**config.mk**
```make
export PLATFORM = sky130hd
export DESIGN_NAME = xsleena_rgb_lut_stage
export DESIGN_NICKNAME = d
export VERILOG_FILES = /design/src/rtl/xsleena_video_pkg.sv /design/src/rtl/xsleena_lut_ram.sv /design/src/rtl/xsleena_rgb_lut_stage.sv
export SDC_FILE = /design/constraint.sdc
export NUM_CORES = 1
export LEC_CHECK = 0
export BUFFER_PORTS_ARGS = -buffer_cell sky130_fd_sc_hd__buf_4
export CORE_MARGIN = 10
export CORE_UTILIZATION = 55
export DETAILED_ROUTE_END_ITERATION = 12
export PLACE_DENSITY = 0.71
export SLEW_MARGIN = 30
export SYNTH_ARGS = -nofsm -noshare
export SYNTH_HDL_FRONTEND = slang
export SYNTH_SLANG_ARGS = --single-unit
```
**constraint.sdc**
```tcl
create_clock -name clk -period 5.69 [get_ports clk]
set_input_delay 0.8535 -clock clk [delete_from_list [all_inputs] [get_ports clk]]
set_output_delay 0.8535 -clock clk [all_outputs]
set_load 0.01 [all_outputs]
```
**src/rtl/xsleena_video_pkg.sv**
```systemverilog
// Shared definitions for the xsleena video colour path.
//   ch_e            : LUT channel select (R, G, B, or no-op)
//   LADDER_4X8      : resistor-ladder intensity curve for 4-bit codes / 8-bit outputs
//   ladder_default  : default LUT entry for any code/width combination
package xsleena_video_pkg;

  typedef enum logic [1:0] {
    CH_R    = 2'd0,
    CH_G    = 2'd1,
    CH_B    = 2'd2,
    CH_NONE = 2'd3
  } ch_e;

  // Measured ladder response of the original board; not a pure replication.
  localparam logic [7:0] LADDER_4X8 [16] = '{
    8'h00, 8'h10, 8'h20, 8'h30, 8'h3E, 8'h4E, 8'h5E, 8'h6E,
    8'h91, 8'hA1, 8'hB1, 8'hC1, 8'hCF, 8'hDF, 8'hEF, 8'hFF
  };

  // Ladder table for the native 4->8 case, otherwise the code bit-replicated
  // MSB-first: the code is concatenated with itself until at least out_bits
  // bits exist, then the surplus LSBs are dropped.
  function automatic logic [31:0] ladder_default(input int unsigned code,
                                                 input int unsigned in_bits,
                                                 input int unsigned out_bits);
    logic [63:0] acc;
    int unsigned n;
    if (in_bits == 4 && out_bits == 8) begin
      return {24'd0, LADDER_4X8[code[3:0]]};
    end
    acc = '0;
    n   = 0;
    for (int i = 0; i < 64; i++) begin
      if (n < out_bits) begin
        acc = (acc << in_bits) | 64'(code);
        n   = n + in_bits;
      end
    end
    acc = acc >> (n - out_bits);
    return 32'(acc);
  endfunction

endpackage

```
**src/rtl/xsleena_lut_ram.sv**
```systemverilog
// Single-write / single-read register array with a registered read port.
//   we/wr_addr/wr_data : write port, takes effect on the clock edge
//   rd_addr            : read address, sampled on the clock edge
//   rd_zero            : force the registered read data to zero
//   rd_data            : registered read data (old contents on a same-edge write)
module xsleena_lut_ram #(
  parameter  int DEPTH = 16,
  parameter  int WIDTH = 8,
  localparam int AW    = $clog2(DEPTH)
) (
  input  logic             clk,
  input  logic             rst_n,
  input  logic             we,
  input  logic [AW-1:0]    wr_addr,
  input  logic [WIDTH-1:0] wr_data,
  input  logic [AW-1:0]    rd_addr,
  input  logic             rd_zero,
  output logic [WIDTH-1:0] rd_data
);

  // Contents are deliberately not reset; the owner fills them after reset.
  logic [WIDTH-1:0] mem_q [DEPTH];
  logic [WIDTH-1:0] rd_data_d, rd_data_q;

  always_ff @(posedge clk) begin
    if (we) mem_q[wr_addr] <= wr_data;
  end

  // Reading the array before the edge gives read-before-write on collision.
  always_comb begin
    rd_data_d = rd_zero ? '0 : mem_q[rd_addr];
  end

  always_ff @(posedge clk or negedge rst_n) begin
    if (!rst_n) rd_data_q <= '0;
    else        rd_data_q <= rd_data_d;
  end

  assign rd_data = rd_data_q;

endmodule

```
**src/rtl/xsleena_rgb_lut_stage.sv**
```systemverilog
// Three-channel palette-code to intensity expander.
//   pix_*      : input pixel (valid qualifier, R/G/B codes, blank flag)
//   bright     : global brightness, 255 = unity, sampled with the pixel
//   lut_*      : per-channel LUT write port and reinit request
//   ready      : LUTs hold a complete curve (RUN state)
//   rgb_*      : output pixel, two cycles after the input pixel
// Pixel flow: pix_valid is a pure qualifier travelling with the data; there is
// no backpressure, every cycle advances the pipeline and downstream must accept
// (or ignore) each cycle where rgb_valid is high.
module xsleena_rgb_lut_stage #(
  parameter int IN_BITS  = 4,
  parameter int OUT_BITS = 8
) (
  input  logic                clk,
  input  logic                RESETn,
  input  logic                pix_valid,
  input  logic [IN_BITS-1:0]  pix_r,
  input  logic [IN_BITS-1:0]  pix_g,
  input  logic [IN_BITS-1:0]  pix_b,
  input  logic                pix_blank,
  input  logic [7:0]          bright,
  input  logic                lut_we,
  input  logic [1:0]          lut_ch,
  input  logic [IN_BITS-1:0]  lut_addr,
  input  logic [OUT_BITS-1:0] lut_data,
  input  logic                lut_reinit,
  output logic                ready,
  output logic                rgb_valid,
  output logic [OUT_BITS-1:0] rgb_r,
  output logic [OUT_BITS-1:0] rgb_g,
  output logic [OUT_BITS-1:0] rgb_b,
  output logic                rgb_blank
);
  import xsleena_video_pkg::*;

  localparam int DEPTH = 2 ** IN_BITS;

  localparam logic [0:0] ST_INIT = 1'b0;
  localparam logic [0:0] ST_RUN  = 1'b1;

  // ---------------- init / run FSM ----------------
  logic [0:0]         state_d, state_q;
  logic [IN_BITS-1:0] init_cnt_d, init_cnt_q;

  always_comb begin
    state_d    = state_q;
    init_cnt_d = init_cnt_q;
    case (state_q)
      ST_INIT: begin
        // Counter wraps back to 0 on the last entry, ready for a later reinit.
        init_cnt_d = init_cnt_q + 1'b1;
        if (init_cnt_q == '1) state_d = ST_RUN;
      end
      ST_RUN: begin
        if (lut_reinit) begin
          state_d    = ST_INIT;
          init_cnt_d = '0;
        end
      end
      default: state_d = ST_INIT;
    endcase
  end

  always_ff @(posedge clk or negedge RESETn) begin
    if (!RESETn) begin
      state_q    <= ST_INIT;
      init_cnt_q <= '0;
    end else begin
      state_q    <= state_d;
      init_cnt_q <= init_cnt_d;
    end
  end

  assign ready = (state_q == ST_RUN);

  // ---------------- LUT write port ----------------
  logic                in_init;
  logic                run_wr;
  logic [OUT_BITS-1:0] def_val;
  logic [IN_BITS-1:0]  wr_addr;
  logic [OUT_BITS-1:0] wr_data;
  logic [2:0]          we_ch;

  always_comb begin
    in_init  = (state_q == ST_INIT);
    // A reinit in the same cycle swallows the software write.
    run_wr   = ready && lut_we && !lut_reinit;
    def_val  = OUT_BITS'(ladder_default(32'(init_cnt_q), IN_BITS, OUT_BITS));
    wr_addr  = in_init ? init_cnt_q : lut_addr;
    wr_data  = in_init ? def_val : lut_data;
    we_ch[0] = in_init || (run_wr && ch_e'(lut_ch) == CH_R);
    we_ch[1] = in_init || (run_wr && ch_e'(lut_ch) == CH_G);
    we_ch[2] = in_init || (run_wr && ch_e'(lut_ch) == CH_B);
  end

  // ---------------- S1: LUT reads (registered inside the RAMs) ----------------
  logic [IN_BITS-1:0]  rd_addr [3];
  logic [OUT_BITS-1:0] lut_q   [3];

  assign rd_addr[0] = pix_r;
  assign rd_addr[1] = pix_g;
  assign rd_addr[2] = pix_b;

  for (genvar c = 0; c < 3; c++) begin : g_lut
    xsleena_lut_ram #(
      .DEPTH (DEPTH),
      .WIDTH (OUT_BITS)
    ) u_lut (
      .clk     (clk),
      .rst_n   (RESETn),
      .we      (we_ch[c]),
      .wr_addr (wr_addr),
      .wr_data (wr_data),
      .rd_addr (rd_addr[c]),
      .rd_zero (!ready),
      .rd_data (lut_q[c])
    );
  end

  logic       s1_valid_d, s1_valid_q;
  logic       s1_blank_d, s1_blank_q;
  logic [7:0] s1_bright_d, s1_bright_q;

  always_comb begin
    s1_valid_d  = pix_valid;
    s1_blank_d  = pix_blank;
    s1_bright_d = bright;
  end

  always_ff @(posedge clk or negedge RESETn) begin
    if (!RESETn) begin
      s1_valid_q  <= 1'b0;
      s1_blank_q  <= 1'b1;
      s1_bright_q <= '0;
    end else begin
      s1_valid_q  <= s1_valid_d;
      s1_blank_q  <= s1_blank_d;
      s1_bright_q <= s1_bright_d;
    end
  end

  // ---------------- S2: brightness scale and blanking ----------------
  // (v * (bright + 1)) >> 8, truncated; bright = 255 is an exact identity.
  function automatic logic [OUT_BITS-1:0] scale(input logic [OUT_BITS-1:0] v,
                                                input logic [8:0]          k);
    logic [OUT_BITS+8:0] p;
    p = (OUT_BITS+9)'(v) * (OUT_BITS+9)'(k);
    return OUT_BITS'(p >> 8);
  endfunction

  logic [8:0]          k_s1;
  logic                rgb_valid_d, rgb_valid_q;
  logic                rgb_blank_d, rgb_blank_q;
  logic [OUT_BITS-1:0] rgb_r_d, rgb_r_q;
  logic [OUT_BITS-1:0] rgb_g_d, rgb_g_q;
  logic [OUT_BITS-1:0] rgb_b_d, rgb_b_q;

  always_comb begin
    k_s1        = {1'b0, s1_bright_q} + 9'd1;
    rgb_valid_d = s1_valid_q;
    rgb_blank_d = s1_blank_q;
    rgb_r_d     = s1_blank_q ? '0 : scale(lut_q[0], k_s1);
    rgb_g_d     = s1_blank_q ? '0 : scale(lut_q[1], k_s1);
    rgb_b_d     = s1_blank_q ? '0 : scale(lut_q[2], k_s1);
  end

  always_ff @(posedge clk or negedge RESETn) begin
    if (!RESETn) begin
      rgb_valid_q <= 1'b0;
      rgb_blank_q <= 1'b1;
      rgb_r_q     <= '0;
      rgb_g_q     <= '0;
      rgb_b_q     <= '0;
    end else begin
      rgb_valid_q <= rgb_valid_d;
      rgb_blank_q <= rgb_blank_d;
      rgb_r_q     <= rgb_r_d;
      rgb_g_q     <= rgb_g_d;
      rgb_b_q     <= rgb_b_d;
    end
  end

  assign rgb_valid = rgb_valid_q;
  assign rgb_blank = rgb_blank_q;
  assign rgb_r     = rgb_r_q;
  assign rgb_g     = rgb_g_q;
  assign rgb_b     = rgb_b_q;

endmodule

```
==> flow_metrics.env, run 1 <==
export IMPL_cts_tree="yes"
export IMPL_cts_clk_slew_worst_paths_ns=0.06
export IMPL_post_route_min_period_ns=5.43
export IMPL_holdWs_ns=0.294
export IMPL_setup_viol=0
export IMPL_finalClockSkew_ns=0.0281
export IMPL_drive_gt1_share_pct=18.7
export IMPL_worstMarginPinSlew_ns=0.987
export IMPL_start_kind="flop"
export IMPL_dr_first_iter_drc_count=1200
export IMPL_grt_ovfl_total=0
export IMPL_drtAntennaViolNets=0
export IMPL_powerDensity_nw_per_um2=439
export IMPL_netlist_area_sq_um=23600
export IMPL_initial_core_util_pct=56.0
export IMPL_clock_latency_ns=0.58
export IMPL_syn_to_final_growth_pct=12.3
export IMPL_critical_path_class="flop to flop"
export IMPL_fin_ws_ns=0.263
export IMPL_grtUsageTotal_pct=19.9
export IMPL_num_vias=12900
export IMPL_final_area_sq_um=26600
export IMPL_ys_ff_latch=449
export IMPL_power_leakage_nw=10.7
export IMPL_cts_path_max_buffers=3
export IMPL_rows=75
export IMPL_clockRootBuffer="clkbuf_16"
export IMPL_cts_hold_buf=0
export IMPL_die_w_microns=227
export IMPL_peakVddDrop_mv=0.372
export IMPL_yosys_warnings=0
export IMPL_worstPathCellList="buf_8 -> nand2_1 -> nor2_1 -> xor2_1 -> buf_4 -> and2_1 -> fa_1 -> fa_1 -> fa_1 -> inv_1 -> fa_1 -> inv_1 -> ha_1 -> a21oi_1 -> o21ai_0 -> o31a_1 -> a311oi_1 -> mux2_2"
export IMPL_slowest_stage="xor2_1"
export IMPL_outcome="complete, no violations"
export IMPL_place_area_sq_um=25000
export IMPL_ys_seq_area_share_pct=55.7
export IMPL_cts_max_level=2
export IMPL_pwr_share_seq_pct=46.7
export IMPL_numCtsBuffers=45
export IMPL_p_clk_share_pct=25.1
export IMPL_cp_required_ns=6.14
export IMPL_fmax_mhz=184
export IMPL_routed_via_density=5.86
export IMPL_maxCapViolCount=0
export IMPL_relSlewSlack_pct=34.1
export IMPL_cts_sinks=449
export IMPL_slowest_delay_ns=0.53
export IMPL_power_switching_mw=3.69
export IMPL_diodes=0
export IMPL_critical_path_most_common_cell="fa_1"
export IMPL_firstDrtPassIters=5
export IMPL_dp_hpwl_mm=33.6
export IMPL_die_h_microns=227
export IMPL_pwr_share_comb_pct=28.2
export IMPL_portBuffers=66
export IMPL_post_place_ws_ns=0.148
export IMPL_maxSlewViolCount=0
export IMPL_final_nets=1886
export IMPL_netlist_instances=1524
export IMPL_grt_pass1_vias=13700
export IMPL_p_int_mw=7.96
export IMPL_cp_max_fo=21
export IMPL_regArea_sq_um=13200
export IMPL_fill_cells=3023
export IMPL_place_congestion=0.857
export IMPL_antenna_found_initial=0
export IMPL_async_flop_share_pct=14.5
export IMPL_ios=67
export IMPL_end_kind="flop"
export IMPL_worst_ep_arrival_time_ns=5.88
export IMPL_tns_ns=0
export IMPL_synth_ff_type="edfxtp_1"
export IMPL_fin_crit_sh_pct=95.4
export IMPL_dieArea_sq_um=51700
export IMPL_r2r_cells=18
export IMPL_wl_mm=49.9
export IMPL_drc_errors=0
export IMPL_wire_per_inst_microns=22.7
export IMPL_rsz0062_at_grt="yes"
export IMPL_synth_edf_count=384
export IMPL_core_sq_um=42200
export IMPL_hp_class="input port to async pin"
export IMPL_hold_viol=0
export IMPL_syn_nets=1784
export IMPL_p_sw_share_pct=31.7
export IMPL_multi_input_area_sq_um=9730
export IMPL_grt_max_degree=66
export IMPL_grt_pass1_wl_mm=78.8
export IMPL_synth_distinct_cells=62
export IMPL_avgSynthCellArea_sq_um=15.5
cell usage after synthesis (35+ instances only):
cell	count	area share (%)
edfxtp_1	384	49
and2_1	167	4.4
fa_1	120	10
inv_1	142	2.3
nand2_1	74	1.2
mux4_1	35	3.9
clkbuf_1	42	0.67
nor3_1	53	1.1
ha_1	100	5.3
mux4_2	85	8.1
nor2_1	53	0.84
dfrtp_1	63	6.7
kinds of logic (layout without fill, tap and decap cells):
kind of cell,count (synthesis),after routing,share of synthesized area (%)
XOR/XNOR,33,33,1.22
multiplexers,129,129,12.4
AO/OA/AOI/OAI,80,80,2.31
AND/OR/NAND/NOR,405,405,9.09
flip-flops,449,449,55.7
adder cells (fa/ha/maj),220,220,15.5
buffers and inverters,208,344,3.83
flip-flops by register name, indices dropped and copies added (netlist names), 4 cells and up:
register	cells
g_lut.u_lut.mem_q	384
g_lut.u_lut.rd_data	24
rgb_b	8
rgb_g	8
rgb_r	8
s1_bright_q	8
init_cnt_q	4
what timing repair did:
item / 4_1_cts / 5_1_grt
setup buffers: 0 / 1
gates resized for setup: 0 / 7
endpoints found under the setup margin: 0 / 6
area by class of cell:
cell class / count / share of cell area, %
sequential: 449 / 49.6
multi-input combinational: 867 / 36.6
clock buffer: 54 / 4.41
timing repair buffer: 121 / 3.69
tap: 539 / 2.54
inverter: 142 / 2.01
clock inverter: 27 / 1.13
power groups by stage:
stage / Combinational, mW / Sequential, mW / Clock, mW
3_3_place_gp: 2.99 / 5.49 / 0
4_1_cts: 3.29 / 5.46 / 2.99
3_5_place_dp: 3.27 / 5.52 / 0
6_report: 3.29 / 5.45 / 2.92
5_1_grt: 3.62 / 5.52 / 3.09
2_1_floorplan: 1.91 / 5.43 / 0
worst max-delay path: cells and delay by family, from the launching register on:
family	cells	cell delay, ns
and+or+nand+nor	3	0.36
adders and majority gates	5	2.24
muxes	1	0.36
buffers and inverters	4	0.57
DFF	1	0.39
AOI/OAI and AO/OA	4	0.85
xor gates and xnor gates	1	0.53
per-stage QoR:
step,power [mW],utilization (%),instances
floorplan,7.34,-,1524
global placement,8.48,58.8,2112
detailed placement,8.79,59.2,2115
CTS,11.7,62.7,2196
global route,12.2,62.9,2199
finish,11.7,62.9,2199
cell usage in the layout, fill, tap and decap left out, types with 3 or more instances in the layout:
| master | count |
|---|---|
| mux4_2 | 85 |
| xnor2_1 | 18 |
| mux4_1 | 35 |
| a21oi_1 | 18 |
| nand2_1 | 74 |
| buf_6 | 3 |
| o21ai_4 | 3 |
| buf_8 | 3 |
| clkbuf_16 | 45 |
| a311oi_1 | 3 |
| clkbuf_1 | 8 |
| fa_1 | 120 |
| nor2b_1 | 20 |
| mux2_2 | 6 |
| and3_1 | 7 |
| a31oi_1 | 10 |
| nor3_1 | 34 |
| clkinvlp_4 | 3 |
| a41oi_1 | 3 |
| a21o_1 | 5 |
| o21ai_0 | 9 |
| xor2_1 | 13 |
| bufinv_16 | 4 |
| nand2b_1 | 5 |
| buf_4 | 112 |
| and2_1 | 167 |
| inv_1 | 142 |
| edfxtp_1 | 384 |
| nand4_1 | 4 |
| dfrtp_1 | 61 |
| nand3_1 | 7 |
| clkinv_1 | 12 |
| ha_1 | 100 |
| nor4_1 | 6 |
| nor3_2 | 19 |
| nor2_1 | 51 |
| clkinv_2 | 4 |
routing by layer:
| metal | vias to the layer above | global-route usage, % | share of wire [%] | routed length (microns) |
|---|---|---|---|---|
| met5 | - | 0 | 0 | 0 |
| met4 | 0 | 6.51 | 2.4 | 1180 |
| met3 | 71 | 3.26 | 5.9 | 2960 |
| met2 | 384 | 32.7 | 49 | 24700 |
| met1 | 6665 | 26.8 | 42 | 21100 |
| li1 | 5758 | - | - | - |
path summary, 6_finish.rpt:
check                                from   endpoint  slack, ns
setup / recovery           s1_bright_q[0]   rgb_r[6]       0.26
max in group asynchronous          RESETn      ready       4.92
setup reg to reg           s1_bright_q[0]   rgb_r[6]       0.26
hold / removal                     RESETn   rgb_g[4]       0.29
hold reg to reg               rgb_valid_d  rgb_valid       0.36
min in group clk              rgb_valid_d  rgb_valid       0.36
Power figures use the tool's default switching activity.
==> inputs of run 2 (changes only) <==
==> constraint.sdc (replaced) <==
create_clock -name clk -period 5.69 [get_ports clk]
set_input_delay 0 -clock clk [delete_from_list [all_inputs] [get_ports clk]]
set_output_delay 0 -clock clk [all_outputs]
set_load 0.01 [all_outputs]
==> run 2 against run 1 <==
- the run now ends with negative hold slack left
- power grew 0.16%
- clock skew is 0.00087 ns higher
- combinational power about the same
- sequential share of layout area is 0.39 points lower
- wire length is 0.15% higher
- critical path depth down 1
- register-to-register slack got worse by 0.04 ns
- hold slack worse by 0.30 ns
- critical endpoint unchanged
- largest cell class unchanged
- largest power group unchanged
==> flow_metrics.env, run 2 (synthesized netlist as in run 1, its figures left out) <==
export IMPL_antenna_found_initial=0
export IMPL_grt_ovfl_total=0
export IMPL_power_leakage_nw=10.8
export IMPL_ios=67
export IMPL_critical_path_most_common_cell="fa_1"
export IMPL_rows=75
export IMPL_wl_mm=50.0
export IMPL_core_sq_um=42200
export IMPL_peakVddDrop_mv=0.373
export IMPL_min_to="g_lut[1].u_lut.mem_q[4][6]"
export IMPL_drive_gt1_share_pct=18.4
export IMPL_holdWs_ns=-0.00131
export IMPL_min_from="lut_data[6]"
export IMPL_start_kind="flop"
export IMPL_fin_crit_sh_pct=96.0
export IMPL_die_h_microns=227
export IMPL_hold_path_cell_count=3
export IMPL_rsz0062_at_grt="yes"
export IMPL_grt_pass1_vias=13800
export IMPL_hp_class="input port to flop"
export IMPL_initial_core_util_pct=56.0
export IMPL_wire_per_inst_microns=22.5
export IMPL_die_w_microns=227
export IMPL_fill_cells=3002
export IMPL_firstDrtPassIters=5
export IMPL_syn_to_final_growth_pct=13.2
export IMPL_power_mw=11.7
export IMPL_grtUsageTotal_pct=20.0
export IMPL_drtAntennaViolNets=0
export IMPL_finalClockSkew_ns=0.0290
export IMPL_regToRegStartpoint="s1_bright_q[4]"
export IMPL_dp_hpwl_mm=33.6
export IMPL_cts_sinks=449
export IMPL_outcome="complete, but fails checks"
export IMPL_r2r_setup_slack_ns=0.23
export IMPL_worstPathCellList="nand3_2 -> nor2_1 -> xor2_1 -> buf_4 -> and2_1 -> fa_1 -> fa_1 -> fa_1 -> inv_1 -> fa_1 -> inv_1 -> ha_1 -> a21oi_1 -> o21ai_0 -> o31a_1 -> a311oi_1 -> mux2_2"
export IMPL_slowest_delay_ns=0.53
export IMPL_maxCapViolCount=0
export IMPL_post_route_min_period_ns=5.46
export IMPL_numCtsBuffers=45
export IMPL_drc_errors=0
export IMPL_critical_path_class="flop to flop"
export IMPL_r2r_cells=17
export IMPL_powerDensity_nw_per_um2=436
export IMPL_cp_buffers_inverters=3
export IMPL_rr_endpoint="rgb_r[6]"
export IMPL_setup_viol=0
export IMPL_largest_register_ffs=384
export IMPL_cts_tree="yes"
export IMPL_regMostFlops="g_lut.u_lut.mem_q"
export IMPL_cp_max_fo=8
export IMPL_place_congestion=0.857
export IMPL_worstMarginPinSlew_ns=0.981
export IMPL_multi_input_area_sq_um=9730
export IMPL_regArea_sq_um=13200
export IMPL_fmax_mhz=183
export IMPL_portBuffers=66
export IMPL_violations="negative hold slack"
export IMPL_final_common_cell="edfxtp_1"
export IMPL_final_area_sq_um=26800
export IMPL_diodes=0
export IMPL_slowest_stage="xor2_1"
export IMPL_end_kind="flop"
export IMPL_place_area_sq_um=25000
export IMPL_dieArea_sq_um=51700
export IMPL_relSlewSlack_pct=34.5
export IMPL_grt_max_degree=66
export IMPL_grt_pass1_wl_mm=79.1
export IMPL_num_vias=12900
export IMPL_hold_viol=3
export IMPL_fin_util_pct=63.4
export IMPL_dr_first_iter_drc_count=1120
export IMPL_cp_top_family="adder cells"
export IMPL_final_nets=1907
export IMPL_cts_path_max_buffers=3
export IMPL_cts_clk_slew_worst_paths_ns=0.06
export IMPL_clockRootBuffer="clkbuf_16"
export IMPL_clock_latency_ns=0.58
export IMPL_cts_max_level=2
export IMPL_routed_via_density=5.82
export IMPL_tns_ns=0
export IMPL_mostFrequentLayoutCells="edfxtp_1 (384), and2_1 (167), inv_1 (142)"
export IMPL_worst_ep_arrival_time_ns=5.91
export IMPL_maxSlewViolCount=0
export IMPL_cp_required_ns=6.14
## run 2: cell count changes in the layout (fill, tap and decap cells not counted), sizes merged
| cell | before | now |
|---|---|---|
| dlygate4sd3 | 0 | 21 |
## run 2: worst max path at each step
stage | startpoint | to | slack, ns | depth (start not counted)
finish | s1_bright_q[4] | rgb_r[6] | 0.23 | 17
global route | s1_bright_q[4] | rgb_r[6] | -0.05 | 17
CTS | s1_bright_q[1] | rgb_b[5] | 0.15 | 17
detailed placement | s1_bright_q[1] | rgb_b[5] | 0.15 | 17
global placement | s1_bright_q[4] | rgb_g[7] | 0.24 | 18
floorplan | s1_bright_q[3] | rgb_g[7] | 0.59 | 18
## run 2: area by class of cell
class,count,share of cell area [%]
Tap cell,539,2.52
Inverter,142,1.99
Clock inverter,27,1.12
Clock buffer,54,4.37
Sequential cell,449,49.2
Timing Repair Buffer,142,4.45
Multi-Input combinational cell,867,36.4
## run 2: repair_timing
action	4_1_cts	5_1_grt
buffers inserted	0	1
endpoints found under the hold margin	121	0
resized for setup	0	6
hold buffers	21	0
endpoints found under the setup margin	0	6
## run 2: tightest hold or removal path: stages
cell and delay, ns:
buf_4 0.11, nand2_1 0.09, o21ai_4 0.22
## run 2: where the power goes
part,leakage [nW],switching (mW),internal [mW]
registers,4.37,0.291,5.15
clock network,0.701,1.26,1.67
logic,5.71,2.15,1.16
total,10.8,3.70,7.98
## run 2: per-layer routing
metal  up-vias  GRT usage (%)  share of wire, %
met1      6677           26.9                42
li1       5798              -                 -
met2       372           32.8                49
met3        72           3.33               5.9
met5         -              0                 0
met4         0           6.51               2.4
## run 2: metrics by stage
step	setup slack [ns]	cells
5_1_grt	-0.0517	2220
3_3_place_gp	0.243	2112
2_1_floorplan	0.593	1524
6_report	0.226	2220
4_1_cts	0.151	2217
3_5_place_dp	0.148	2115
==> inputs of run 3 (changes only) <==
Settings changed: GPL_TIMING_DRIVEN set to 0, HOLD_SLACK_MARGIN set to 0.12.
==> run 3 against run 2 <==
- the flow now finishes without violations
- die area unchanged
- global-route usage up 1.2 points
- first-iteration DRC count rose by 0.18%
- setup slack lost 0.046 ns
- critical path type unchanged
- largest cell class unchanged
- largest power group unchanged
==> flow_metrics.env, run 3 (synthesized netlist as in run 1, its figures left out) <==
export IMPL_outcome="complete, no violations"
export IMPL_final_nets=1932
export IMPL_dr_first_iter_drc_count=1122
export IMPL_drtAntennaViolNets=0
export IMPL_power_leakage_nw=10.8
export IMPL_final_area_sq_um=27100
export IMPL_core_sq_um=42200
export IMPL_cp_max_fo=10
export IMPL_drive_gt1_share_pct=18.8
export IMPL_hold_viol=0
export IMPL_crit_path_end="rgb_g[7]"
export IMPL_place_area_sq_um=25300
export IMPL_holdWs_ns=0.138
export IMPL_cp_required_ns=6.14
export IMPL_rr_endpoint="rgb_g[7]"
export IMPL_powerDensity_nw_per_um2=437
export IMPL_numCtsBuffers=46
export IMPL_initial_core_util_pct=56.0
export IMPL_rsz0062_at_grt="yes"
export IMPL_peakVddDrop_mv=0.333
export IMPL_grtUsageTotal_pct=21.2
export IMPL_wire_per_inst_microns=23.6
export IMPL_grt_pass1_vias=13900
export IMPL_maxCapViolCount=0
export IMPL_ios=67
export IMPL_mostFrequentLayoutCells="edfxtp_1 (384), and2_1 (167), inv_1 (142)"
export IMPL_post_route_min_period_ns=5.51
export IMPL_firstDrtPassIters=5
export IMPL_hp_class="input port to flop"
export IMPL_critical_path_class="flop to flop"
export IMPL_grt_ovfl_total=0
export IMPL_clock_latency_ns=0.60
export IMPL_grt_pass1_wl_mm=82.2
export IMPL_regToRegStartpoint="s1_bright_q[3]"
export IMPL_wl_mm=53.0
export IMPL_cts_clk_slew_worst_paths_ns=0.06
export IMPL_dp_hpwl_mm=37.0
export IMPL_dieArea_sq_um=51700
export IMPL_grt_max_degree=55
export IMPL_cts_max_level=2
export IMPL_relSlewSlack_pct=37.7
export IMPL_r2r_cells=18
export IMPL_maxSlewViolCount=0
export IMPL_fin_crit_sh_pct=96.8
export IMPL_final_common_cell="edfxtp_1"
export IMPL_regMostFlops="g_lut.u_lut.mem_q"
export IMPL_fmax_mhz=181
export IMPL_cp_startpoint="s1_bright_q[3]"
export IMPL_r2r_setup_slack_ns=0.18
export IMPL_cts_tree="yes"
export IMPL_start_kind="flop"
export IMPL_worstMarginPinSlew_ns=0.930
export IMPL_place_congestion=0.867
export IMPL_antenna_found_initial=0
export IMPL_cts_path_max_buffers=3
export IMPL_die_w_microns=227
export IMPL_worst_ep_arrival_time_ns=5.96
export IMPL_syn_to_final_growth_pct=14.6
export IMPL_rows=75
export IMPL_routed_via_density=5.92
export IMPL_largest_register_ffs=384
export IMPL_drc_errors=0
export IMPL_setup_viol=0
export IMPL_diodes=0
export IMPL_num_vias=13300
export IMPL_portBuffers=57
export IMPL_end_kind="flop"
export IMPL_die_h_microns=227
export IMPL_cts_sinks=449
export IMPL_clockRootBuffer="clkbuf_16"
export IMPL_finalClockSkew_ns=0.0287
[run 3: per-layer routing]
layer  vias to the layer above  part of all wire [%]  track usage, %  wire (microns)
met3                        84                   6.8            3.74            3590
li1                       5850                     -               -               -
met2                       481                    50            35.5           26600
met4                         0                   2.3            6.26            1210
met5                         -                     0               0               0
met1                      6876                    41            27.9           21700
[run 3: critical path, stage by stage, from the launching register on]
cell and delay, ns:
dfrtp_1 0.45, nand3_4 0.15, nor2_4 0.19, and3_1 0.23
xor2_1 0.26, buf_4 0.24, and2_1 0.16, fa_1 0.45
fa_1 0.51, fa_1 0.49, inv_1 0.05, fa_1 0.47
inv_1 0.04, ha_1 0.34, a21oi_2 0.16, nand2_1 0.11
a211o_1 0.34, a221oi_1 0.33, mux2_2 0.40
[run 3: final cells by class]
class                      instances  area, sq um
timing repair buffer             100         1000
multi-input combinational        867         9910
fill                            2904        15100
inverter                         142          533
buffer                            66          398
clock inverter                    25          221
sequential                       449        13200
clock buffer                      56         1190
tap                              539          674
[run 3: how the worst min path moves through the flow]
stage | from | to | slack (ns) | cells after the start
6_report | pix_b[2] | g_lut[2].u_lut.rd_data[6] | 0.14 | 4
5_1_grt | pix_g[2] | g_lut[1].u_lut.rd_data[3] | 0.15 | 3
4_1_cts | pix_b[2] | g_lut[2].u_lut.rd_data[7] | 0.12 | 4
3_5_place_dp | bright[0] | s1_bright_q[0] | 0.11 | 1
3_3_place_gp | pix_valid | rgb_valid_d | 0.11 | 1
2_1_floorplan | RESETn | g_lut[0].u_lut.rd_data[0] | -0.30 | 0
[run 3: where the power goes]
part	internal, mW	leakage, nW	switching [mW]
combinational	1.24	5.75	2.37
sequential	5.16	4.37	0.239
clock	1.55	0.680	1.28
total	7.96	10.8	3.89
[run 3: repair_timing]
item,CTS,global route
resized for setup,9,32
setup endpoints to repair,13,12
endpoints found under the hold margin,142,0
setup buffers,0,1
pin swaps,0,1
hold buffers,31,0
[run 3: through the flow]
step	TNS, ns	worst slack [ns]	std cells	power [mW]	utilization [%]
after global routing	-0.125	-0.125	2244	12.4	64.2
after global placement	-64.35	-0.761	2120	8.42	58.6
final	0	0.180	2244	11.9	64.2
after detailed placement	-1.73	-0.373	2131	9.05	59.8
after CTS	0	0.0201	2243	11.9	64.0
after floorplan	0	0.593	1524	7.34	-
